<file path="config.mk">
export PLATFORM = sky130hd
export DESIGN_NAME = rcc_dom_rst_seq
export DESIGN_NICKNAME = d
export VERILOG_FILES = /design/src/rtl/rcc_pkg.sv /design/src/rtl/rcc_dly_cnt.sv /design/src/rtl/rcc_dom_rst_seq.sv
export SDC_FILE = /design/constraint.sdc
export NUM_CORES = 1
export LEC_CHECK = 0
export CORE_AREA = 4 4 41 43
export CTS_BUF_LIST = sky130_fd_sc_hd__clkbuf_4
export DETAILED_ROUTE_END_ITERATION = 7
export DIE_AREA = 0 0 45 47
export HOLD_SLACK_MARGIN = 0.08
export PLACE_DENSITY = 0.54
export REMOVE_ABC_BUFFERS = 1
export SYNTH_ARGS = -nofsm -noshare
export SYNTH_HDL_FRONTEND = slang
export SYNTH_SLANG_ARGS = --single-unit
</file>
<file path="constraint.sdc">
create_clock -name clk -period 2 [get_ports clk]
set_input_delay 0.2 -clock clk [delete_from_list [all_inputs] [get_ports clk]]
set_output_delay 0.2 -clock clk [all_outputs]
set_load 0.03 [all_outputs]
</file>
<file path="src/rtl/rcc_pkg.sv">
// Shared RCC sequencer types and per-domain reset/clock timing defaults.
package rcc_pkg;

  localparam int RCC_SEQ_ST_W = 3;

  typedef enum logic [RCC_SEQ_ST_W-1:0] {
    SEQ_WAIT_PWR = 3'd0,
    SEQ_CLK_STOP = 3'd1,
    SEQ_ASSERT   = 3'd2,
    SEQ_HOLD     = 3'd3,
    SEQ_RUN      = 3'd4
  } rcc_seq_state_e;

  localparam int D1_RST_DURATION   = 10;
  localparam int D1_CLK_ON_DLY     = 8;
  localparam int D2_RST_DURATION   = 10;
  localparam int D2_CLK_ON_DLY     = 8;
  localparam int CPU1_RST_DURATION = 16;
  localparam int CPU1_CLK_ON_DLY   = 4;
  localparam int CPU2_RST_DURATION = 16;
  localparam int CPU2_CLK_ON_DLY   = 4;
  localparam int PER_RST_DURATION  = 8;
  localparam int PER_CLK_ON_DLY    = 2;
  localparam int SYS_RST_DURATION  = 32;
  localparam int SYS_CLK_ON_DLY    = 8;

  function automatic int rcc_max(input int a, input int b);
    return (a > b) ? a : b;
  endfunction

endpackage

</file>
<file path="src/rtl/rcc_dly_cnt.sv">
// Loadable down-counter for sequencer delays.
// Decrement saturates at zero.
module rcc_dly_cnt #(
  parameter int CW = 4
) (
  input  logic          clk,
  input  logic          rst_n,
  input  logic          load,
  input  logic [CW-1:0] load_val,
  input  logic          dec,
  output logic          zero
);

  logic [CW-1:0] cnt_q;

  always_ff @(posedge clk or negedge rst_n) begin
    if (!rst_n) begin
      cnt_q <= '0;
    end else if (load) begin
      cnt_q <= load_val;
    end else if (dec && (cnt_q != '0)) begin
      cnt_q <= cnt_q - 1'b1;
    end
  end

  assign zero = (cnt_q == '0);

endmodule

</file>
<file path="src/rtl/rcc_dom_rst_seq.sv">
// Per-domain reset/clock sequencer: clock off, reset held,
// reset released, clock enabled after a settle delay.
module rcc_dom_rst_seq
  import rcc_pkg::*;
#(
  parameter int RST_DURATION = 10,
  parameter int CLK_ON_DLY   = 8,
  localparam int CW =
    $clog2(rcc_max(RST_DURATION, CLK_ON_DLY) + 1)
) (
  input  logic clk,
  input  logic rst_n,
  input  logic pwr_ok,
  input  logic rst_req,
  input  logic clr_flag,
  output logic dom_rst_n,
  output logic clk_en,
  output logic rst_flag,
  output logic busy
);

  localparam logic [CW-1:0] RST_LD =
    CW'(RST_DURATION - 1);
  localparam logic [CW-1:0] HOLD_LD =
    (CLK_ON_DLY > 0) ? CW'(CLK_ON_DLY - 1) : '0;

  rcc_seq_state_e state_q, state_d;
  logic           ld;
  logic [CW-1:0]  ld_val;
  logic           dec;
  logic           cnt_zero;
  logic           flag_set;

  rcc_dly_cnt #(.CW(CW)) u_cnt (
    .clk      (clk),
    .rst_n    (rst_n),
    .load     (ld),
    .load_val (ld_val),
    .dec      (dec),
    .zero     (cnt_zero)
  );

  always_ff @(posedge clk or negedge rst_n) begin
    if (!rst_n) begin
      state_q  <= SEQ_WAIT_PWR;
      rst_flag <= 1'b1;
    end else begin
      state_q <= state_d;
      if (flag_set) begin
        rst_flag <= 1'b1;
      end else if (clr_flag) begin
        rst_flag <= 1'b0;
      end
    end
  end

  // Power loss overrides requests and expiry.
  always_comb begin
    state_d = state_q;
    ld      = 1'b0;
    ld_val  = RST_LD;
    dec     = 1'b0;
    if ((state_q != SEQ_WAIT_PWR) && !pwr_ok) begin
      state_d = SEQ_WAIT_PWR;
    end else begin
      unique case (state_q)
        SEQ_WAIT_PWR: begin
          if (pwr_ok) begin
            state_d = SEQ_ASSERT;
            ld      = 1'b1;
          end
        end
        SEQ_CLK_STOP: begin
          state_d = SEQ_ASSERT;
          ld      = 1'b1;
        end
        SEQ_ASSERT: begin
          if (rst_req) begin
            ld = 1'b1;
          end else if (!cnt_zero) begin
            dec = 1'b1;
          end else if (CLK_ON_DLY > 0) begin
            state_d = SEQ_HOLD;
            ld      = 1'b1;
            ld_val  = HOLD_LD;
          end else begin
            state_d = SEQ_RUN;
          end
        end
        SEQ_HOLD: begin
          if (rst_req) begin
            state_d = SEQ_ASSERT;
            ld      = 1'b1;
          end else if (!cnt_zero) begin
            dec = 1'b1;
          end else begin
            state_d = SEQ_RUN;
          end
        end
        SEQ_RUN: begin
          if (rst_req) begin
            state_d = SEQ_CLK_STOP;
          end
        end
        default: begin
          state_d = SEQ_WAIT_PWR;
        end
      endcase
    end
  end

  assign flag_set = (state_d == SEQ_ASSERT) &&
                    (state_q != SEQ_ASSERT);

  always_comb begin
    dom_rst_n = 1'b0;
    clk_en    = 1'b0;
    busy      = 1'b1;
    unique case (1'b1)
      (state_q == SEQ_CLK_STOP),
      (state_q == SEQ_HOLD): begin
        dom_rst_n = 1'b1;
      end
      (state_q == SEQ_RUN): begin
        dom_rst_n = 1'b1;
        clk_en    = 1'b1;
        busy      = 1'b0;
      end
      default: begin
        dom_rst_n = 1'b0;
      end
    endcase
  end

endmodule

</file>
==> key figures, run 1 <==
Setup path
  • CP max FO: 8
  • Critical Path AT: roughly 1.7 ns
  • Data required, critical path: around 1.8 ns
  • Crit-path cells: nor3b_2 > clkdlybuf4s50_1
  • Critical Path Max Stage Delay: around 0.71 ns
  • Worst Setup Start Kind: flop
  • Crit. End Element: primary output
  • Critical R2R Launch: u_cnt.cnt_q[0]
  • Critical R2R Capture: state_q[2]
  • CP Class: flop to primary output
  • R2r setup slk: 0.38 ns
  • CP Launch Point: state_q[0]
  • Worst Reg-to-Reg Cells: 5
  • Slowest CP cell: clkdlybuf4s50_1

STA
  • Setup violators final: 0
  • Worst Max-Slew Pin Slew: roughly 0.36 ns
  • Clock skew: around 0.0070 ns
  • Slew margin rel.: 0.751
  • Setup TNS: 0 ns
  • RSZ-0062 raised after global routing: false
  • Slew Limit Fails: 0
  • Setup slack after layout: about 0.093 ns
  • Hold Fails Final Rpt: 0
  • Fin crit share: 0.953
  • Fmax: 524 MHz
  • Min Tclk post-route: 1.91 ns

Hold path
  • Hold/Removal Path Class: input port to async pin

Global route
  • GRT Util Overall: 0.105
  • Initial antenna violation count: 0
  • Largest net degree at the start of global routing: 10
  • First-pass GRT wire length: between 1500 and 2000 um
  • Vias in the first global route: between 300 and 400
  • Global route overflow: 0

Placed design
  • Dpl hpwl: around 770 um
  • PortBufs: 8
  • Place WS: 0.259 ns
  • Final Wtd Congestion: 0.825

Synth
  • Synthesized flop and latch total: 8
  • Synth area leaders: dfrtp_1, nor3b_2, dfstp_2, inv_1, nand2b_1
  • Yosys Warn Count: 0
  • Post-synthesis cell type count: 26
  • Top cell type by total area after synthesis: dfrtp_1
  • Seq/Total Area, Yosys: 0.429
  • Synthesized cell area: around 470 sq um
  • Synth top area share: 0.373
  • Syn_area_per_cell: 9.98 sq um
  • Mapped Cells: 47

Power
  • PD cells: between 600 and 700 nW/um^2
  • Worst vdd ir: approximately 0.32 mV
  • Leakage: between 0.2 and 0.3 nW

Clock network
  • Sink Count: 8
  • Skew-Pair Late Insertion Delay: ~0.27 ns
  • Root Driver: clkbuf_4
  • Worst-path clk slew: approximately 0.060 ns
  • Number of setup buffers added after CTS: 0
  • Htree depth: 1
  • CTS max path bufs: 2
  • CTS tree: built
  • CTS buffer count: 3
  • CTS hold repair buffers: 0

Detailed routing
  • Pre-Repair DR Iteration Count: 4
  • Post-Route WL: roughly 1000 um
  • Initial DRC count: 13
  • Vias post-DR: around 430
  • Drc violations: 0
  • Wire length per cell: around 14 um
  • Vias per cell: roughly 5.9
  • Post-route ant nets: 0

Floorplan
  • Die height: around 47 um
  • Die Width: between 40 and 50 um
  • DIE AREA: around 2100 sq um
  • Initial core utilization: 0.361
  • Core Box Area: 1300 sq um
  • Number of cell rows: 13
  • # IOs: 9

Finish
  • Most frequent cells in the layout: clkdlybuf4s50_1, dfrtp_1, inv_1
  • Synth-to-Final Area Change: 25.6%
  • Final nets: 64
  • # diodes: 0
  • Share of cells above drive strength 1: 0.175

Outcome
  • Status: completed

Run
  • Max-cap violation count: 0
flip-flops by register name, summed over array words and instances (netlist names):
name         cells
u_cnt.cnt_q      4
state_q          3
rst_flag         1
report_power, final:
group | total, mW | internal (mW) | switching [mW] | leakage (nW)
sequential | 0.181 | 0.172 | 0.00879 | 0.0954
combinational | 0.0541 | 0.0263 | 0.0278 | 0.142
clock | 0.155 | 0.0905 | 0.0648 | 0.0184
total | 0.391 | 0.289 | 0.101 | 0.256
worst max-delay path: cells and delay by family (launching register included):
kind                   cells  cell delay (ns)
buffers and inverters      1             0.71
flip-flops                 1             0.47
AND/OR/NAND/NOR            1             0.27
worst max-delay path by stage:
| stage | cells past startpoint | end | slack (ns) |
|---|---|---|---|
| final | 2 | clk_en | 0.09 |
| after CTS | 2 | clk_en | 0.09 |
| after global routing | 2 | clk_en | 0.02 |
| after detailed placement | 4 | dom_rst_n | 0.26 |
| after global placement | 4 | dom_rst_n | 0.31 |
| after floorplan | 3 | dom_rst_n | 0.24 |
cells by family (layout without fill, tap and decap cells):
group                    count (synthesis)  in the layout  synth area share
buffers and inverters                    9             19            0.0720
adder cells (fa/ha/maj)                  1              1            0.0267
AND/OR/NAND/NOR                         14             14             0.240
AO/OA/AOI/OAI                           15             15             0.232
flip-flops                               8              8             0.429
metal layers:
layer | up-vias | global-route usage | routed length (um)
met3 | 5 | 0.0268 | 72
li1 | 196 | - | -
met5 | - | 0 | 0
met1 | 209 | 0.112 | 442
met2 | 17 | 0.167 | 478
met4 | 0 | 0.105 | 31
cell usage after synthesis:
library cell,n
dfrtp_1,7
nor3b_2,3
a41oi_1,1
ha_1,1
o21bai_1,1
o21ai_0,1
nor4b_1,1
clkbuf_1,2
o22a_1,1
a2bb2oi_1,1
nand2b_1,3
a2111oi_0,1
o22ai_1,2
a21o_1,1
a21oi_1,2
o31a_1,2
or2b_1,1
nor4_1,2
a21boi_0,1
nor3_1,2
inv_1,6
dfstp_2,1
a31oi_1,1
or3b_4,1
nor2b_1,1
inv_2,1
through the flow:
| step | util | total power [mW] | hold slack [ns] | cell area, sq um | instances |
|---|---|---|---|---|---|
| 2_1_floorplan | - | 0.215 | -0.0956 | 462 | 45 |
| 3_3_place_gp | 0.431 | 0.237 | 0.463 | 561 | 68 |
| 3_5_place_dp | 0.431 | 0.239 | 0.471 | 561 | 68 |
| 4_1_cts | 0.453 | 0.395 | 0.228 | 589 | 72 |
| 5_1_grt | 0.453 | 0.408 | 0.244 | 589 | 72 |
| 6_report | 0.453 | 0.391 | 0.215 | 589 | 72 |
repair_timing:
item	CTS	global route
endpoints found under the setup margin	1	0
resized for setup	1	0
endpoints found under the hold margin	0	0
area by class of cell:
class                           count  area, sq um
Multi-Input combinational cell     30          234
Sequential cell                     8          201
Tap cell                           15         18.8
Timing Repair Buffer                8         78.8
Inverter                            7         26.3
Fill cell                         138          712
Clock buffer                        4         30.0
No activity file was read; power rests on OpenSTA's default activity.
==> inputs of run 2 (changes only) <==
- MAX_ROUTING_LAYER: not set -> met4
==> results of run 2 <==
No change in the layout: final DEF, timing and power equal those of run 1.
Among the figures that moved: final weighted congestion in routability-driven placement 0.825 -> 0.837; overall routing resource usage 0.105 -> 0.109
